### src/rtl/rotation_column_scheduler_if.sv
// rotation_column_scheduler_if: index input and column timing outputs of the rotation scheduler.
interface rotation_column_scheduler_if #(
   parameter int CNT_WIDTH = 24,
   parameter int COL_BITS  = 7
);
   logic                 enable_i;
   logic                 beam_clean_i;
   logic [COL_BITS-1:0]  col_idx_o;
   logic                 col_stb_o;
   logic                 frame_stb_o;
   logic                 locked_o;
   logic [CNT_WIDTH-1:0] period_o;
   logic                 reject_o;
   modport master (
      output enable_i, beam_clean_i,
      input  col_idx_o, col_stb_o, frame_stb_o, locked_o, period_o, reject_o
   );
   modport slave (
      input  enable_i, beam_clean_i,
      output col_idx_o, col_stb_o, frame_stb_o, locked_o, period_o, reject_o
   );
endinterface

### src/rtl/rotation_column_scheduler.sv
// rotation_column_scheduler: measures the revolution period from index edges and
// divides it into 2**COL_BITS column strobes; the last column absorbs the remainder.
module rotation_column_scheduler #(
   parameter int CNT_WIDTH  = 24,
   parameter int COL_BITS   = 7,
   parameter int MIN_PERIOD = 4096,
   parameter int MAX_PERIOD = 2**24-1
) (
   input logic clk,
   input logic rst_n,
   rotation_column_scheduler_if.slave bus
);
   localparam logic [1:0] IDLE = 2'd0;
   localparam logic [1:0] ARM  = 2'd1;
   localparam logic [1:0] RUN  = 2'd2;
   localparam logic [CNT_WIDTH-1:0] MIN_P = CNT_WIDTH'(MIN_PERIOD);
   localparam logic [CNT_WIDTH-1:0] MAX_P = CNT_WIDTH'(MAX_PERIOD);
   localparam int TW = CNT_WIDTH - COL_BITS;
   logic [1:0]           state_q, state_d;
   logic [CNT_WIDTH-1:0] cnt_q, cnt_d, cnt_p1, period_q, period_d;
   logic [TW-1:0]        col_per_q, col_per_d, tmr_q, tmr_d;
   logic [COL_BITS-1:0]  col_q, col_d;
   logic                 beam_q, col_stb_q, col_stb_d, frame_q, frame_d;
   logic                 rej_q, rej_d, locked_q, locked_d;
   logic                 edge_w, acc_w, tout_w;
   assign cnt_p1 = cnt_q + 1'b1;
   assign edge_w = bus.beam_clean_i & ~beam_q;
   assign acc_w  = edge_w & (cnt_p1 >= MIN_P) & (state_q != IDLE);
   assign tout_w = cnt_p1 == MAX_P;
   always_comb begin
      state_d   = state_q;
      cnt_d     = tout_w ? cnt_q : cnt_p1;
      period_d  = period_q;
      col_per_d = col_per_q;
      col_d     = col_q;
      tmr_d     = tmr_q;
      col_stb_d = 1'b0;
      frame_d   = 1'b0;
      rej_d     = 1'b0;
      if (!bus.enable_i) begin
         state_d   = IDLE;
         cnt_d     = '0;
         period_d  = '0;
         col_per_d = '0;
         col_d     = '0;
         tmr_d     = '0;
      end else if (state_q == IDLE) begin
         cnt_d   = '0;
         state_d = edge_w ? ARM : IDLE;
      end else if (acc_w) begin
         // accepted edge outranks both column expiry and timeout
         state_d   = RUN;
         cnt_d     = '0;
         period_d  = cnt_p1;
         col_per_d = cnt_p1[CNT_WIDTH-1:COL_BITS];
         tmr_d     = cnt_p1[CNT_WIDTH-1:COL_BITS] - 1'b1;
         col_d     = '0;
         col_stb_d = 1'b1;
         frame_d   = 1'b1;
      end else begin
         rej_d = edge_w;
         if (tout_w) begin
            state_d  = IDLE;
            period_d = '0;
            col_d    = '0;
            tmr_d    = '0;
         end else if (state_q == RUN) begin
            if (tmr_q != '0) begin
               tmr_d = tmr_q - 1'b1;
            end else if (col_q != '1) begin
               col_d     = col_q + 1'b1;
               col_stb_d = 1'b1;
               tmr_d     = col_per_q - 1'b1;
            end
         end
      end
      locked_d = state_d == RUN;
   end
   always_ff @(posedge clk or negedge rst_n) begin
      if (!rst_n) begin
         state_q   <= IDLE;
         cnt_q     <= '0;
         period_q  <= '0;
         col_per_q <= '0;
         tmr_q     <= '0;
         col_q     <= '0;
         beam_q    <= 1'b1;
         col_stb_q <= 1'b0;
         frame_q   <= 1'b0;
         rej_q     <= 1'b0;
         locked_q  <= 1'b0;
      end else begin
         state_q   <= state_d;
         cnt_q     <= cnt_d;
         period_q  <= period_d;
         col_per_q <= col_per_d;
         tmr_q     <= tmr_d;
         col_q     <= col_d;
         beam_q    <= bus.beam_clean_i;
         col_stb_q <= col_stb_d;
         frame_q   <= frame_d;
         rej_q     <= rej_d;
         locked_q  <= locked_d;
      end
   end
   assign bus.col_idx_o   = col_q;
   assign bus.col_stb_o   = col_stb_q;
   assign bus.frame_stb_o = frame_q;
   assign bus.locked_o    = locked_q;
   assign bus.period_o    = period_q;
   assign bus.reject_o    = rej_q;
endmodule

### src/flat_wrapper.sv
// flat-port wrapper written by rule: the top's interface ports become plain ports
module rotation_column_scheduler_flat 
#(
   parameter int CNT_WIDTH  = 24,
   parameter int COL_BITS   = 7,
   parameter int MIN_PERIOD = 4096,
   parameter int MAX_PERIOD = 2**24-1
)
  (clk, rst_n, bus_enable_i, bus_beam_clean_i, bus_col_idx_o, bus_col_stb_o, bus_frame_stb_o, bus_locked_o, bus_period_o, bus_reject_o);
  rotation_column_scheduler_if #(.CNT_WIDTH(CNT_WIDTH), .COL_BITS(COL_BITS)) bus_i ();
  input logic clk;
  input logic rst_n;
  input wire logic [$bits(bus_i.enable_i)-1:0] bus_enable_i;
  input wire logic [$bits(bus_i.beam_clean_i)-1:0] bus_beam_clean_i;
  output wire logic [$bits(bus_i.col_idx_o)-1:0] bus_col_idx_o;
  output wire logic [$bits(bus_i.col_stb_o)-1:0] bus_col_stb_o;
  output wire logic [$bits(bus_i.frame_stb_o)-1:0] bus_frame_stb_o;
  output wire logic [$bits(bus_i.locked_o)-1:0] bus_locked_o;
  output wire logic [$bits(bus_i.period_o)-1:0] bus_period_o;
  output wire logic [$bits(bus_i.reject_o)-1:0] bus_reject_o;
  assign bus_i.enable_i = bus_enable_i;
  assign bus_i.beam_clean_i = bus_beam_clean_i;
  assign bus_col_idx_o = bus_i.col_idx_o;
  assign bus_col_stb_o = bus_i.col_stb_o;
  assign bus_frame_stb_o = bus_i.frame_stb_o;
  assign bus_locked_o = bus_i.locked_o;
  assign bus_period_o = bus_i.period_o;
  assign bus_reject_o = bus_i.reject_o;
  rotation_column_scheduler #(.CNT_WIDTH(CNT_WIDTH), .COL_BITS(COL_BITS), .MIN_PERIOD(MIN_PERIOD), .MAX_PERIOD(MAX_PERIOD)) u_core (.clk(clk), .rst_n(rst_n), .bus(bus_i));
endmodule
### config.mk
export PLATFORM = sky130hd
export DESIGN_NAME = rotation_column_scheduler_flat
export DESIGN_NICKNAME = d
export VERILOG_FILES = /design/src/rtl/rotation_column_scheduler_if.sv /design/src/rtl/rotation_column_scheduler.sv /design/src/flat_wrapper.sv
export SDC_FILE = /design/constraint.sdc
export NUM_CORES = 1
export LEC_CHECK = 0
export ABC_CLOCK_PERIOD_IN_PS = 5050
export CAP_MARGIN = 20
export CORE_MARGIN = 2
export CORE_UTILIZATION = 25
export CTS_CLUSTER_SIZE = 10
export DETAILED_ROUTE_END_ITERATION = 16
export PLACE_DENSITY = 0.5
export SLEW_MARGIN = 40
export SYNTH_ARGS = -nofsm -noshare
export SYNTH_HDL_FRONTEND = slang
export SYNTH_SLANG_ARGS = --single-unit
### constraint.sdc
create_clock -name clk -period 5.05 [get_ports clk]
set_input_delay 1.01 -clock clk [delete_from_list [all_inputs] [get_ports clk]]
set_output_delay 1.01 -clock clk [all_outputs]
set_load 0.02 [all_outputs]
Yosys cells after proc, flatten, opt, wreduce, memory -nomap -nowiden
Cells that the tools add are included.
W data, S select, Z words.

storage, ports and cells
  logic and storage cells = 83
  output and inout port bits = 35
  input port bits = 4
  register bits after elaboration = 96

operators by class
  bitwise logic cells = 4
  equality and inequality tests = 12
  magnitude comparators = 1
  multiplexer cells = 43
  reduce and logical (&&, ||, !) cells = 7
  add/sub/neg operators = 5

operators by type and width
  kind                     number
  $mux W24                 8
  $mux W17                 10
  $sub A17 B1 Y17 const B  3
  $mux W7                  7
  $add A24 B1 Y24 const B  1
  $eq A24 B24 Y1 const B   1
  $ge A24 B13 Y1 const B   1
  $reduce_bool A17 Y1      1
  $mux W1                  14
  $mux W2                  4
  $ne A4 B1 Y1 const B     2
  $add A7 B1 Y7 const B    1
  $ne A7 B7 Y1 const B     1
  $ne A5 B1 Y1 const B     1
  $eq A2 B2 Y1 const B     2
  $ne A4 B2 Y1 const B     1
  $ne A4 B3 Y1 const B     1
  $reduce_and A2 Y1        2
  $reduce_and A4 Y1        1
  $and A1 B1 Y1            3
  $ne A3 B1 Y1 const B     1
  $reduce_and A3 Y1        1
  $logic_not A2 Y1         1
  $ne A2 B1 Y1 const B     1
  other kinds (3)          3

Depth between registers and ports, before layout
Gate-level depths: netlist of run 1.

  depth after elaboration = 8
  depth in mapped cells = 16
  gate-level depth less buffers = 14

Least setup slack after synthesis of run 1
Ideal clock, no wire load.

  path kind = reg2reg
  start point = register u_core.tmr_q[13]
  end point = register u_core.tmr_q[12]
  data arrival time = 3.660 ns
  required time = 4.930 ns
  stages on the path, launching flop included = 17
  setup time = 0.120 ns
  clock period less this slack = 3.780 ns
  path buffers = 2
  path slack = 1.270 ns
  cell sequence = dfrtp_1 -> or4_1 -> nor4b_1 -> and2_1 -> clkbuf_1 -> clkbuf_1 -> a21oi_1 -> ha_1 -> nor4b_1 -> nand2b_1 -> inv_1 -> o211ai_1 -> or2_2 -> a211oi_1 -> o211ai_1 -> o21ai_0 -> a31o_2

between the ends
  longest elaborated chain between the ends = 7
  elaborated cells on any way between the ends = 9
  classes of those cells = eq/ne (1); mux (6); reduce/logical (2)

ends and longest elaborated chain
  element                   RTL line                         RTL
  start: declaration        rotation_column_scheduler.sv:21  logic [TW-1:0] col_per_q, col_per_d, tmr_q, tmr_d;
  start signal: assignment  rotation_column_scheduler.sv:97  tmr_q <= tmr_d;
  $reduce_bool A17 Y1 *     rotation_column_scheduler.sv:68  if (tmr_q != '0) begin
  $mux W17                  rotation_column_scheduler.sv:68
  $mux W17                  rotation_column_scheduler.sv:67  end else if (state_q == RUN) begin
  $mux W17                  rotation_column_scheduler.sv:62  if (tout_w) begin
  $mux W17                  rotation_column_scheduler.sv:50  end else if (acc_w) begin
  $mux W17                  rotation_column_scheduler.sv:47  end else if (state_q == IDLE) begin
  $mux W17                  rotation_column_scheduler.sv:40  if (!bus.enable_i) begin

Mark *: on every way between the ends. The rest lies on a longest branch, timed or not. The select of a mux whose other input is x is not followed.
A chain may end at the register's enable or synchronous reset.

Final worst setup path of run 1
  start point = register u_core.cnt_q[0]
  end point = register u_core.col_per_q[11]

between the ends
  longest elaborated chain between the ends = 6
  elaborated cells on any way between the ends = 9
  classes of those cells = add/sub (1); order compare (1); eq/ne (1); mux (3); bitwise (2); reduce/logical (1)

ends and longest elaborated chain
  element                      RTL line                         RTL
  start: declaration           rotation_column_scheduler.sv:20  logic [CNT_WIDTH-1:0] cnt_q, cnt_d, cnt_p1, period_q, period_d;
  start signal: assignment     rotation_column_scheduler.sv:94  cnt_q <= cnt_d;
  $add A24 B1 Y24 *            rotation_column_scheduler.sv:26  assign cnt_p1 = cnt_q + 1'b1;
  $ge A24 B13 Y1               rotation_column_scheduler.sv:28  assign acc_w = edge_w & (cnt_p1 >= MIN_P) & (state_q != IDLE);
  $and A1 B1 Y1 (2 in series)  rotation_column_scheduler.sv:28
  $ne A2 B1 Y1 (no line)       n/a
  $reduce_and A2 Y1 (no line)  n/a
  end signal: assignment       rotation_column_scheduler.sv:96  col_per_q <= col_per_d;
  end: declaration             rotation_column_scheduler.sv:21

Marked as above.

==> results of run 1 <==
## through the flow
| stage | setup WS, ns | instance area (µm²) |
|---|---|---|
| 2_1_floorplan | 1.27 | 5530 |
| 4_1_cts | 1.00 | 6580 |
| 3_5_place_dp | 1.02 | 6260 |
| 6_report | 1.08 | 6590 |
| 5_1_grt | 0.691 | 6590 |
| 3_3_place_gp | 0.766 | 6230 |
## registers in the layout (all words and copies together) (netlist names), 2 cells and up
register	cells
u_core.cnt_q	24
u_core.state_q	2
u_core.col_per_q	17
u_core.bus.col_idx_o	7
u_core.bus.period_o	24
u_core.tmr_q	17
## worst paths after layout
check | slack (ns) | end | from | cells past startpoint
min in group asynchronous | 0.60 | u_core.tmr_q[15]$_DFFE_PN0P_ | rst_n | 1
hold reg to reg | 0.48 | u_core.bus.period_o[22]$_DFFE_PN0P_ | u_core.bus.period_o[22]$_DFFE_PN0P_ | 1
max in group asynchronous | 3.49 | u_core.bus.col_idx_o[5]$_DFFE_PN0P_ | rst_n | 2
setup reg to reg | 1.08 | u_core.col_per_q[11]$_DFFE_PN0P_ | u_core.cnt_q[0]$_DFFE_PN0P_ | 11
hold / removal | 0.48 | u_core.bus.period_o[22]$_DFFE_PN0P_ | u_core.bus.period_o[22]$_DFFE_PN0P_ | 1
setup / recovery | 1.08 | u_core.col_per_q[11]$_DFFE_PN0P_ | u_core.cnt_q[0]$_DFFE_PN0P_ | 11
## power breakdown
group          internal (W)  switching [W]
sequential         0.000787      0.0000260
clock              0.000435       0.000319
combinational     0.0000964       0.000138
total               0.00132       0.000483
## final cells by class
cell class / instances / area (µm²) / area share, %
well taps: 280 / 350 / 5.32
clock buffers: 9 / 225 / 3.42
inverters: 12 / 45.0 / 0.684
multi-input cells: 467 / 2960 / 44.9
clock inverters: 7 / 95.1 / 1.44
flip-flops and latches: 96 / 2400 / 36.5
repair buffers: 55 / 509 / 7.73
## critical path, stage by stage (launching register included)
cell	delay, ns
dfrtp_1	0.45
ha_1	0.32
nand3_1	0.30
nor4_1	0.48
xnor2_2	0.27
nand4_1	0.23
or3b_1	0.51
o21ai_1	0.20
buf_4	0.28
and2_1	0.62
nand2_1	0.12
o21ai_1	0.10
## cells by family (layout without fill, tap and decap cells)
group                    after synthesis  in the layout  synth area share, %
AO/OA/AOI/OAI                        168            168                 21.2
AND/OR/NAND/NOR                      249            249                 23.4
multiplexers                           3              3                0.566
adder cells (fa/ha/maj)                5              5                 1.13
flip-flops                            96             96                 43.5
XOR/XNOR                              42             42                 6.65
buffers and inverters                 42             83                 3.55
## cell usage after synthesis, types with 5 or more instances
| cell | n | share of area [%] |
|---|---|---|
| nand3_1 | 24 | 2.2 |
| or2_2 | 5 | 0.57 |
| ha_1 | 5 | 1.1 |
| nor4_1 | 9 | 1.0 |
| a31o_2 | 6 | 0.95 |
| a31oi_1 | 7 | 0.79 |
| dfrtp_1 | 95 | 43 |
| a22o_1 | 10 | 1.6 |
| nor2b_1 | 6 | 0.68 |
| xor2_1 | 17 | 2.7 |
| nor2_1 | 64 | 4.3 |
| o2bb2ai_1 | 17 | 2.7 |
| and3_1 | 10 | 1.1 |
| and2_1 | 5 | 0.57 |
| o21ai_0 | 31 | 2.8 |
| inv_1 | 11 | 0.75 |
| a21oi_1 | 26 | 2.4 |
| a21o_1 | 9 | 1.2 |
| nand2b_1 | 5 | 0.57 |
| a211oi_1 | 9 | 1.2 |
| buf_2 | 10 | 0.91 |
| o22ai_1 | 8 | 0.91 |
| clkbuf_1 | 14 | 0.95 |
| nand2_1 | 50 | 3.4 |
| or3_1 | 8 | 0.91 |
| nand4_1 | 13 | 1.5 |
| xnor2_1 | 25 | 4.0 |
| o211ai_1 | 8 | 1.1 |
| nor3_1 | 27 | 2.4 |
## layer usage
layer / part of all wire, % / GRT usage (%)
met1: 50 / 20.6
met2: 46 / 22.1
met3: 3.1 / 2.05
met4: 1.6 / 4.32
met5: 0 / 0
==> results.toml, run 1 <==
[status]
outcome = "finished clean"

[clocking]
cts_resized = 0
postCtsHoldBufs = 0
cts_buffers = 9
cts_sinks = 96
root_buffer = "clkbuf_16"
cts.path.max_buffers = 2
clkTransAtPathRegs_ns = 0.07
cts_tree = "built"
htreeDepth = 3
clk_latency_ns = 0.35
post-cts-setup-buffers = 0

[floorplan]
io_pins = 39
core.rowCount = 54
die_area_um2 = 23300
die_x_um = 153
design.core.area_um2 = 21800
start_util_pct = 25.4
die_h_um = 153

[synthesis]
synthCells = 605
synthArstFlopShare_pct = 100
synth_warnings = 0
synth_edf_count = 0
ys_seq_elements = 96
yosysSeqAreaShare_pct = 43.5
ys.flop_type = "dfrtp_1"
syn_area_per_cell_um2 = 9.14
synth_cell_types = 74
syn_nets = 614
synth_area_um2 = 5530

[min_path]
hp-class = "reg -> reg"

[pwr]
ir_worst_vdd_v = 0.000153
power.leakage_nw = 2.71
total_power_w = 0.00180
power_density_nw_per_um2 = 274

[finish]
utilization_pct = 30.3
syn_to_final_growth_pct = 19.2
fillCellCount = 2337
layout_commonest_cell = "dfrtp_1"
insertedDiodeCount = 0
final_layout_size_suffix_gt1_share_pct = 9.29
instances_no_fill = 926
finalNetCount = 650
layout_common_cells = "dfrtp_1, nor2_1, nand2_1, clkdlybuf4s50_1, o21ai_0"

[job]
drv_cap = 0

[grt]
antenna_found_initial = 0
grt_max_degree = 61
grt_pass1_vias = 4806
grtUsageTotal_pct = 14.3
grt_pass1_wl_um = 26800
grt_overflow = 0

[drt]
wl_per_cell_um = 17.3
drt-pass1-iter-count = 5
ant_nets = 0
num_vias = 4732
drt_iter0_drc = 357
totalWireLength_um = 16000
vias_per_cell = 5.11
drc = 0

[critical_path]
path_class = "reg -> reg"
end_kind = "flop"
crit_arrival_ns = 4.25
worstPathMaxFanout = 17
worstSetupStartpointType = "flop"
worstPathRequired_ns = 5.33

[placement]
dp_hpwl_um = 11600
portBuffers = 38
dpl.cell_count = 910
gp_congestion = 0.838

[sta]
finalSetupViolations = 0
max_freq_mhz = 252
min_period_over_period_pct = 78.6
worst_pin_slew_ns = 0.692
skew_ns = 0.00628
totalNegativeSetupSlack_ns = 0
fin_crit_ns = 3.97
slew_headroom_pct = 52.6
timing.hold.ws_ns = 0.483
rsz0062_at_grt = "false"
slew_viol_final = 0
finalHoldViolCount = 0
(Power assumes the default switching activity.)
==> run 2: changes to the inputs <==
--- a/config.mk
+++ b/config.mk
@@ -5,7 +5,7 @@
 export SDC_FILE = /design/constraint.sdc
 export NUM_CORES = 1
 export LEC_CHECK = 0
-export ABC_CLOCK_PERIOD_IN_PS = 5050
+export ABC_CLOCK_PERIOD_IN_PS = 4000
 export CAP_MARGIN = 20
 export CORE_MARGIN = 2
 export CORE_UTILIZATION = 25
==> constraint.sdc (replaced) <==
create_clock -name clk -period 4 [get_ports clk]
set_input_delay 0.8 -clock clk [delete_from_list [all_inputs] [get_ports clk]]
set_output_delay 0.8 -clock clk [all_outputs]
set_load 0.02 [all_outputs]
==> run 2 against run 1 <==
Sequential power is 25% higher. Via count is 1.9% higher. Largest cell class unchanged. Routed wire length is 2.9% higher. Largest power group unchanged. Worst setup slack worse by 0.78 ns. Die area stayed put. Critical path depth is 1 lower. Cell count is 1.9% higher. Worst hold slack worse by 0.037 ns. Count of clock-buffer cells in the layout is 4 higher.
==> results.toml, run 2 (synthesis gave the netlist of run 1 again) <==
[sta]
slew_viol_final = 0
rsz0062_at_grt = "false"
fin_crit_ns = 3.70
skew_ns = 0.00887
finalSetupViolations = 0
min_period_over_period_pct = 92.4
totalNegativeSetupSlack_ns = 0
slew_headroom_pct = 48.0
max_freq_mhz = 271
worst_pin_slew_ns = 0.777
finalHoldViolCount = 0

[finish]
finalNetCount = 668
insertedDiodeCount = 0
final_layout_size_suffix_gt1_share_pct = 11.4
syn_to_final_growth_pct = 21.5
fin_area_um2 = 6720
utilization_pct = 30.9
layout_commonest_cell = "dfrtp_1"
layout_common_cells = "dfrtp_1, nor2_1, nand2_1, clkdlybuf4s50_1, buf_4"

[drt]
vias_per_cell = 5.11
ant_nets = 0
totalWireLength_um = 16500
drc = 0
wl_per_cell_um = 17.5
drt-pass1-iter-count = 5
drt_iter0_drc = 408
num_vias = 4822

[clocking]
postCtsHoldBufs = 0
cts_tree = "built"
root_buffer = "clkbuf_16"
post-cts-setup-buffers = 0
cts.path.max_buffers = 2
cts_resized = 0
cts_sinks = 96
clkTransAtPathRegs_ns = 0.07
cts_buffers = 9
clk_latency_ns = 0.36
htreeDepth = 3

[critical_path]
crit_cells = 10
end_kind = "flop"
worstPathRequired_ns = 4.28
path_class = "reg -> reg"
worstSetupStartpointType = "flop"
reg2regPathDepth = 10
critPathBufInv = 1
path_cells = "nand4_2, or3_1, or3_1, and3_1, o211ai_1, o21ai_4, nand2b_2, inv_1, a2bb2oi_1, o2bb2ai_1"
crit_arrival_ns = 3.98
worst_path_most_repeated_cell = "or3_1"
rrSetupSlack_ns = 0.30
worstPathMaxFanout = 9
critPathTopFamily = "simple AND/OR/NAND/NOR gates"
slowest_stage = "o211ai_1"
slowest_delay_ns = 0.64

[grt]
grt_max_degree = 68
grt_pass1_vias = 4708
grt_overflow = 0
antenna_found_initial = 0
grtUsageTotal_pct = 14.4
grt_pass1_wl_um = 26800

[floorplan]
core.rowCount = 54
start_util_pct = 25.4
io_pins = 39
design.core.area_um2 = 21800
die_area_um2 = 23300
die_x_um = 153
die_h_um = 153

[status]
outcome = "finished clean"

[pwr]
power.leakage_nw = 2.79
power_density_nw_per_um2 = 325
ir_worst_vdd_v = 0.000209

[placement]
gp_congestion = 0.870
portBuffers = 38
dp_hpwl_um = 11800
post_dp_cell_area_um2 = 6410

[job]
drv_cap = 0

[min_path]
hp-class = "in -> async"
## run 2: cell types whose count changed in the layout (fill, tap and decap cells not counted), sizes merged
cell    before  now
inv         12   11
clkinv       4    3
bufinv       2    0
clkbuf       9   13
buf         18   36
## run 2: layout make-up
| cell class | count | area [µm²] |
|---|---|---|
| clock buffer | 13 | 250 |
| clock inverter | 3 | 17.5 |
| fill | 2341 | 15000 |
| inverter | 12 | 45.0 |
| multi-input combinational | 467 | 2970 |
| sequential | 96 | 2400 |
| tap | 280 | 350 |
| timing repair buffer | 73 | 682 |
## run 2: worst register-to-register path, stage by stage, from the launching register on
cell and delay [ns]:
dfrtp_1 0.53, nand4_2 0.26, or3_1 0.47, or3_1 0.39
and3_1 0.20, o211ai_1 0.64, o21ai_4 0.20, nand2b_2 0.29
inv_1 0.38, a2bb2oi_1 0.14, o2bb2ai_1 0.15
## run 2: stage by stage
stage	std cells	hold slack, ns	total power, W	setup slack, ns
after global placement	928	0.471	0.00136	0.251
final	944	0.446	0.00218	0.303
after global routing	944	0.508	0.00229	0.0215
after CTS	944	0.480	0.00219	0.213
after floorplan	605	0.441	0.00125	0.220
after detailed placement	928	0.469	0.00136	0.231
## run 2: final timing paths
check | endpoint | startpoint
min | u_core.tmr_q[12]$_DFFE_PN0P_ | rst_n
max reg2reg | u_core.tmr_q[16]$_DFFE_PN0P_ | u_core.cnt_q[3]$_DFFE_PN0P_
min reg2reg | u_core.bus.period_o[19]$_DFFE_PN0P_ | u_core.bus.period_o[19]$_DFFE_PN0P_
min in group clk | u_core.bus.period_o[19]$_DFFE_PN0P_ | u_core.bus.period_o[19]$_DFFE_PN0P_
max in group asynchronous | u_core.bus.period_o[2]$_DFFE_PN0P_ | rst_n
max | u_core.tmr_q[16]$_DFFE_PN0P_ | u_core.cnt_q[3]$_DFFE_PN0P_
## run 2: report_power, final
| part | internal (W) | switching (W) | total, W |
|---|---|---|---|
| clock network | 0.000438 | 0.000390 | 0.000829 |
| logic | 0.000141 | 0.000193 | 0.000334 |
| registers | 0.000994 | 0.0000237 | 0.00102 |
| total | 0.00157 | 0.000608 | 0.00218 |
## run 2: metal layers
layer / vias to the layer above / GRT usage (%) / wire (µm)
li1: 2352 / - / -
met1: 2361 / 20.5 / 8290
met2: 91 / 22.1 / 7400
met3: 18 / 2.28 / 510
met4: 0 / 4.98 / 306
met5: - / 0 / 0
